### config.mk
export PLATFORM = sky130hd
export DESIGN_NAME = pipe_flow_ctrl
export DESIGN_NICKNAME = d
export VERILOG_FILES = /design/src/rtl/pipe_flow_ctrl.sv
export SDC_FILE = /design/constraint.sdc
export NUM_CORES = 1
export LEC_CHECK = 0
export CORE_MARGIN = 1
export CORE_UTILIZATION = 45
export CTS_BUF_LIST = sky130_fd_sc_hd__clkbuf_16
export DETAILED_ROUTE_END_ITERATION = 8
export HOLD_SLACK_MARGIN = 0.06
export PLACE_DENSITY = 0.8
export SYNTH_ARGS = -nofsm -noshare
export SYNTH_HDL_FRONTEND = slang
export SYNTH_SLANG_ARGS = --single-unit
### constraint.sdc
create_clock -name clk -period 2.7 [get_ports clk]
set_input_delay 0.27 -clock clk [delete_from_list [all_inputs] [get_ports clk]]
set_output_delay 0.27 -clock clk [all_outputs]
set_load 0.05 [all_outputs]
### src/rtl/pipe_flow_ctrl.sv
// Parametrised pipeline flow/hazard controller: per-stage RUN/STALL/FLUSH codes, mult/div watchdog, stall counter.
// Build macro FORWARDING_EN: stall only on load-use and expose fwd_sel1/fwd_sel2.
module pipe_flow_ctrl #(
  parameter  int ADDR_W  = 7,
  parameter  int WSTAGES = 3,
  parameter  int MD_MAX  = 40,
  parameter  int CNT_W   = 16,
  localparam int NST     = WSTAGES + 2
) (
  input  logic                        clk,
  input  logic                        reset,
  input  logic [ADDR_W-1:0]           raddr1,
  input  logic [ADDR_W-1:0]           raddr2,
  input  logic [WSTAGES*ADDR_W-1:0]   waddr,
  input  logic                        ex_is_load,
  input  logic                        md_start,
  input  logic                        md_done,
  input  logic                        ovf,
  output logic [NST*2-1:0]            cond,
  output logic                        md_busy,
  output logic                        md_timeout,
  output logic [CNT_W-1:0]            stall_cnt
`ifdef FORWARDING_EN
  ,
  output logic [$clog2(WSTAGES+1)-1:0] fwd_sel1,
  output logic [$clog2(WSTAGES+1)-1:0] fwd_sel2
`endif
);

  typedef enum logic [0:0] {S_IDLE = 1'b0, S_MD_BUSY = 1'b1} state_e;

  localparam logic [1:0] C_RUN   = 2'b00;
  localparam logic [1:0] C_STALL = 2'b01;
  localparam logic [1:0] C_FLUSH = 2'b10;
  localparam int         MDC_W   = $clog2(MD_MAX);

  state_e              state_q;
  logic [MDC_W-1:0]    md_cnt_q;
  logic                md_timeout_q;
  logic [CNT_W-1:0]    stall_cnt_q;
  logic [CNT_W-1:0]    stall_cnt_d;
  logic                haz_s;
  logic [NST-1:0][1:0] cond_s;

  // Address 0 means "no dependency", so a hit requires a non-zero source.
  function automatic logic addr_hit(input logic [ADDR_W-1:0] r, input logic [ADDR_W-1:0] w);
    return (r != {ADDR_W{1'b0}}) && (r == w);
  endfunction

  // RAW hazard detection against the in-flight write stages
  always_comb begin
    haz_s = 1'b0;
`ifdef FORWARDING_EN
    haz_s = ex_is_load && (addr_hit(raddr1, waddr[ADDR_W-1:0]) || addr_hit(raddr2, waddr[ADDR_W-1:0]));
`else
    for (int k = 0; k < WSTAGES; k++) begin
      haz_s = haz_s | addr_hit(raddr1, waddr[k*ADDR_W +: ADDR_W])
                    | addr_hit(raddr2, waddr[k*ADDR_W +: ADDR_W]);
    end
`endif
  end

`ifdef FORWARDING_EN
  localparam int FWW = $clog2(WSTAGES + 1);
  logic [FWW-1:0] sel1_s;
  logic [FWW-1:0] sel2_s;

  // Forward select: scan oldest to youngest so the nearest matching stage wins
  always_comb begin
    sel1_s = {FWW{1'b0}};
    sel2_s = {FWW{1'b0}};
    for (int k = WSTAGES - 1; k >= 0; k--) begin
      sel1_s = addr_hit(raddr1, waddr[k*ADDR_W +: ADDR_W]) ? FWW'(k + 1) : sel1_s;
      sel2_s = addr_hit(raddr2, waddr[k*ADDR_W +: ADDR_W]) ? FWW'(k + 1) : sel2_s;
    end
  end

  assign fwd_sel1 = reset ? sel1_s : {FWW{1'b0}};
  assign fwd_sel2 = reset ? sel2_s : {FWW{1'b0}};
`else
  logic unused_ex_is_load_s;
  assign unused_ex_is_load_s = ex_is_load;
`endif

  // Per-stage condition codes, priority ovf > mult/div > RAW > run
  always_comb begin
    cond_s = {NST{C_RUN}};
    if (!reset) begin
      cond_s = {NST{C_FLUSH}};
    end else if (ovf) begin
      cond_s[0] = C_FLUSH;
      cond_s[1] = C_FLUSH;
      cond_s[2] = C_FLUSH;
    end else if ((state_q == S_MD_BUSY) && md_done) begin
      cond_s[3] = C_FLUSH;
    end else if ((state_q == S_MD_BUSY) || md_start) begin
      cond_s[0] = C_STALL;
      cond_s[1] = C_STALL;
      cond_s[2] = C_STALL;
      cond_s[3] = C_FLUSH;
    end else if (haz_s) begin
      cond_s[0] = C_STALL;
      cond_s[1] = C_STALL;
      cond_s[2] = C_FLUSH;
    end else begin
      cond_s = {NST{C_RUN}};
    end
  end

  // Saturating IF-stall count
  always_comb begin
    if ((cond_s[0] == C_STALL) && (stall_cnt_q != {CNT_W{1'b1}})) begin
      stall_cnt_d = stall_cnt_q + {{(CNT_W-1){1'b0}}, 1'b1};
    end else begin
      stall_cnt_d = stall_cnt_q;
    end
  end

  // Mult/div FSM with watchdog; the timeout fires on the edge md_cnt would reach MD_MAX-1
  always_ff @(posedge clk or negedge reset) begin
    if (!reset) begin
      state_q      <= S_IDLE;
      md_cnt_q     <= {MDC_W{1'b0}};
      md_timeout_q <= 1'b0;
      stall_cnt_q  <= {CNT_W{1'b0}};
    end else begin
      stall_cnt_q <= stall_cnt_d;
      if (ovf) begin
        state_q  <= S_IDLE;
        md_cnt_q <= {MDC_W{1'b0}};
      end else begin
        case (state_q)
          S_IDLE: begin
            if (md_start) begin
              state_q  <= S_MD_BUSY;
              md_cnt_q <= {MDC_W{1'b0}};
            end else begin
              state_q  <= S_IDLE;
            end
          end
          S_MD_BUSY: begin
            if (md_done) begin
              state_q  <= S_IDLE;
              md_cnt_q <= {MDC_W{1'b0}};
            end else if (md_cnt_q == MDC_W'(MD_MAX - 2)) begin
              state_q      <= S_IDLE;
              md_cnt_q     <= {MDC_W{1'b0}};
              md_timeout_q <= 1'b1;
            end else begin
              md_cnt_q <= md_cnt_q + {{(MDC_W-1){1'b0}}, 1'b1};
            end
          end
          default: begin
            state_q  <= S_IDLE;
            md_cnt_q <= {MDC_W{1'b0}};
          end
        endcase
      end
    end
  end

  assign cond       = cond_s;
  assign md_busy    = (state_q == S_MD_BUSY);
  assign md_timeout = md_timeout_q;
  assign stall_cnt  = stall_cnt_q;

endmodule
[Yosys cells after proc, flatten, opt, wreduce, memory -nomap -nowiden]
Cells that the tools add are included.
Storage, ports and cells
  bits in registers: 24
  input port bits: 41
  output and inout port bits: 28
  word-level logic and storage cells: 53
Cells by class
  reductions and logical operators: 12
  equality and inequality tests: 10
  $add $sub $neg: 2
  bitwise logic cells: 8
  mux-type cells: 17
Operator list (number)
  == test 7 bit: 6
  2-to-1 mux 6 bit: 7
  adder 16 x 1 -> 16 bit, second input constant: 1
  != test 16 bit, second input constant: 1
  nonzero test 7 bit: 2
  case mux 6 bit (2 select lines): 1
  2-to-1 mux 10 bit: 1
  logical AND 1 bit: 8
  2-to-1 mux 8 bit: 1
  adder 6 x 1 -> 6 bit, second input constant: 1
  == test 6 bit, second input constant: 1
  OR 1 bit: 5
  2-to-1 mux 1 bit: 4
  2-to-1 mux 2 bit: 2
  AND reduction 4 bit: 1
  != test 3 bit, second input constant: 1
  inverter 1 bit: 3
  == test 2 x 1 -> 1 bit, second input constant: 1
  case mux 1 bit (2 select lines): 1
  logical OR 1 bit: 1

[Logic depth before layout (Yosys ltp)]
  depth after elaboration: 14
  gate-level depth with buffers: 9
  mapped depth without buffers: 7

[Worst setup path before layout]
No wires, ideal clock.
  kind: input -> output
  start point: input port ovf
  end point: output port cond[2]
  slack: 0.013 ns
  stages on the path: 5
  buffers on the path: 2
  data required time: 2.430 ns
  data arrival time: 2.417 ns
  path through: nand2b_1 -> a21oi_1 -> clkbuf_1 -> nor2b_1 -> buf_4
On the way
  cells in the longest elaborated chain, start to end: 2
RTL lines
  start, declared: RTL line 18  | input logic ovf,
  2-to-1 mux 6 bit: RTL line 90  | end else if (ovf) begin
  2-to-1 mux 10 bit: RTL line 88  | if (!reset) begin
  end, declared: RTL line 19  | output logic [NST*2-1:0] cond,
No other way between the ends.

[Worst setup path after layout]
  start point: input port raddr1[0]
  end point: output port cond[0]
On the way
  cells in the longest elaborated chain, start to end: 12
  elaborated cells between the ends (all ways): 17
  classes of those cells: 3 x eq/ne; 5 x mux; 5 x bitwise; 4 x reduce/logical
RTL lines
  start, declared: RTL line 12  | input logic [ADDR_W-1:0] raddr1,
  == test 7 bit or nonzero test 7 bit (tied branches): RTL line 47  | return (r != {ADDR_W{1'b0}}) && (r == w);
  logical AND 1 bit: RTL line 47
  OR 1 bit: RTL line 58  | | addr_hit(raddr2, waddr[k*ADDR_W +: ADDR_W]);
  OR 1 bit: RTL line 57  | haz_s = haz_s | addr_hit(raddr1, waddr[k*ADDR_W +: ADDR_W])
  OR 1 bit: RTL line 58
  OR 1 bit (*): RTL line 57
  OR 1 bit (*): RTL line 58
  2-to-1 mux 6 bit (*): RTL line 101  | end else if (haz_s) begin
  2-to-1 mux 8 bit (*): RTL line 96  | end else if ((state_q == S_MD_BUSY) || md_start) begin
  2-to-1 mux 6 bit (*): RTL line 94  | end else if ((state_q == S_MD_BUSY) && md_done) begin
  2-to-1 mux 6 bit (*): RTL line 90
  2-to-1 mux 10 bit (*): RTL line 88
Mark *: on every way between the ends. The rest lies on a longest branch, timed or not.

==> flow_metrics.py <==
metrics = {
    "logic_synthesis": {
        "avgSynthCellArea_um2": 9.61,
        "seq_area_frac_synth_pct": 32.7,
        "synth.area.top_cells": "dfrtp_1, xor2_1, xnor2_1",
        "synth_area_um2": 1840,
        "ys_ff_latch": 24,
        "synth_enable_flop_cells": 0,
        "synth_common_cells": "xor2_1, dfrtp_1, xnor2_1",
        "synth_cell_types": 41,
        "yosysTopAreaCellShare_pct": 32.7,
        "synthArstFlopShare_pct": 100,
        "synth_cells": 191,
        "yosysWarningCount": 0,
        "synth_largest_area_cell": "dfrtp_1",
        "yosysMostFrequentCell": "xor2_1",
        "ys.flop_type": "dfrtp_1",
    },
    "power": {
        "p_int_w": 0.000919,
        "combPwrFrac_pct": 38.0,
        "p_sw_w": 0.000484,
        "total_power_w": 0.00140,
        "power_leakage_nw": 1.15,
        "switching_share_pct": 34.5,
        "powerDensity_nw_per_um2": 515,
        "seq_power_share_pct": 32.1,
        "power_frac_clock_pct": 30.0,
        "ir_worst_vdd_mv": 0.651,
    },
    "setup_path": {
        "cpPeakStageDelay_ns": 0.52,
        "cp_num_buf_inv": 2,
        "worstReg2RegStart": "stall_cnt[2]",
        "cp-start-kind": "input pin",
        "cp.required_ns": 2.43,
        "path_cells": "clkdlybuf4s50_1 > xor2_1 > nor4_1 > nand4_1 > a31oi_2 > nor4_4 > nor2b_2 > buf_12",
        "reg2reg_slack_ns": 0.44,
        "cp-end-kind": "output port",
        "worstSetupStartpoint": "raddr1[0]",
        "crit_arrival_ns": 2.30,
        "critPathTopFamily": "simple AND/OR/NAND/NOR gates",
        "worstSetupPathType": "in2out",
        "path_max_fanout": 6,
        "r2r_cells": 7,
        "crit_path_top_delay_cell": "clkdlybuf4s50_1",
        "reg2reg_to": "stall_cnt[1]",
    },
    "clocking": {
        "cts_buffers": 3,
        "clockBufferDepth": 2,
        "clkSinkCount": 24,
        "cts_tree": "built",
        "insertion_delay_ns": 0.26,
        "clkTransAtPathRegs_ns": 0.07,
        "clock_tree.root_cell": "clkbuf_16",
        "h-tree-depth": 1,
    },
    "global_routing": {
        "grt_pass1_vias": 1574,
        "grt_max_degree": 27,
        "grt_antenna_before_repair": 0,
        "grt_pass1_wl_um": 7320,
        "grt_use_total_pct": 22.0,
        "overflow": 0,
    },
    "place": {
        "routabilityCongestion": 0.884,
        "port_buffers": 65,
        "placed_cell_area_um2": 2610,
        "dp_hpwl_um": 3500,
    },
    "timing": {
        "rsz0062_at_grt": "no",
        "slew_headroom_pct": 50.2,
        "period_needed_ns": 2.57,
        "slew_violations": 0,
        "setup_violations": 0,
        "max_freq_mhz": 389,
        "fin_skew_ns": 0.00759,
        "worst_pin_slew_ns": 0.741,
        "fin_crit_sh_pct": 95.2,
        "fin_hold_ws_ns": 0.463,
        "hold_viol_final": 0,
    },
    "route": {
        "drtIter0Drc": 58,
        "dr.pass1.iters": 4,
        "via_count": 1636,
        "drc": 0,
        "totalWireLength_um": 4640,
        "drtAntennaViolNets": 0,
        "post_drt_wl_per_cell_um": 15.0,
        "vias_per_cell": 5.28,
    },
    "floorplanning": {
        "rows": 22,
        "die_h_um": 65.9,
        "coreArea_um2": 3800,
        "die_w_um": 65.9,
        "die_area_um2": 4340,
        "start_util_pct": 48.3,
        "pin_count": 69,
    },
    "cells_and_area": {
        "syn_to_final_growth_pct": 48.5,
        "drive_gt1_share_pct": 14.1,
        "fillers": 285,
        "num_antenna_cells": 0,
        "fin_nets": 307,
        "stdcell_area_um2": 2730,
    },
    "worst_hold_path": {
        "hp-class": "in2async",
    },
    "run_status": {
        "status": "completed",
    },
    "job": {
        "drv_cap": 0,
    },
}
## registers in the layout, summed over array words and instances (netlist names)
signal,flops
stall_cnt,16
md_timeout,1
md_cnt_q,6
md_busy,1
## power by group through the flow
| stage | Clock (W) | Combinational, W | Sequential, W |
|---|---|---|---|
| global placement | 0 | 0.000523 | 0.000453 |
| finish | 0.000421 | 0.000533 | 0.000450 |
| global route | 0.000441 | 0.000567 | 0.000458 |
| detailed placement | 0 | 0.000529 | 0.000454 |
| CTS | 0.000428 | 0.000534 | 0.000450 |
| floorplan | 0 | 0.000184 | 0.000573 |
## cell families after synthesis
kind of cell	count (synthesis)	share of synthesized area, %
simple gates	77	27.0
xor+xnor	58	27.7
flops	24	32.7
compound gates	14	4.36
buf+inv	11	4.09
fa+ha+maj	3	2.05
mux	3	1.91
other cells	1	0.204
## worst max path at each step
stage,to,depth (start not counted)
global route,stall_cnt[12],10
global placement,stall_cnt[1],8
finish,cond[0],8
CTS,cond[0],8
floorplan,cond[2],5
detailed placement,stall_cnt[1],8
## per-layer routing
layer,vias to the layer above,track usage (%),routed length [µm]
li1,812,-,-
met1,759,30.3,2170
met2,57,34.6,2110
met3,8,3.97,288
met4,0,7.07,68
met5,-,0,0
## per-stage QoR
stage	utilization [%]	instances	setup TNS [ns]	setup WS, ns
finish	71.8	310	0	0.129
global route	71.8	310	0	0.000613
CTS	71.4	309	0	0.0416
detailed placement	68.6	305	-0.410	-0.114
global placement	68.6	305	-0.00714	-0.00714
floorplan	-	192	0	0.0133
## cell type report
type / count / area, µm² / share of cell area [%]
Multi-Input combinational cell: 157 / 1170 / 43.0
Tap cell: 48 / 60.1 / 2.20
Timing Repair Buffer: 75 / 781 / 28.6
Inverter: 2 / 7.51 / 0.275
Clock inverter: 1 / 30.0 / 1.10
Clock buffer: 3 / 75.1 / 2.75
Sequential cell: 24 / 601 / 22.0
## repair_timing
action                     CTS  global route
buffers inserted             0             1
setup endpoints to repair    2             2
resized for setup            1             1
hold buffers                 0             0
hold endpoints to repair     0             0
## layout by cell type, fill, tap and decap left out, types with 6 or more instances in the layout
master            n
clkdlybuf4s50_1  57
xor2_1           34
xnor2_1          24
dfrtp_1          24
nand4_1          13
buf_4            12
nand2_1          11
nor4_1            9
nor3_1            9
o21ai_0           8
nor2_1            7
buf_12            6
Power figures use the tool's default switching activity.
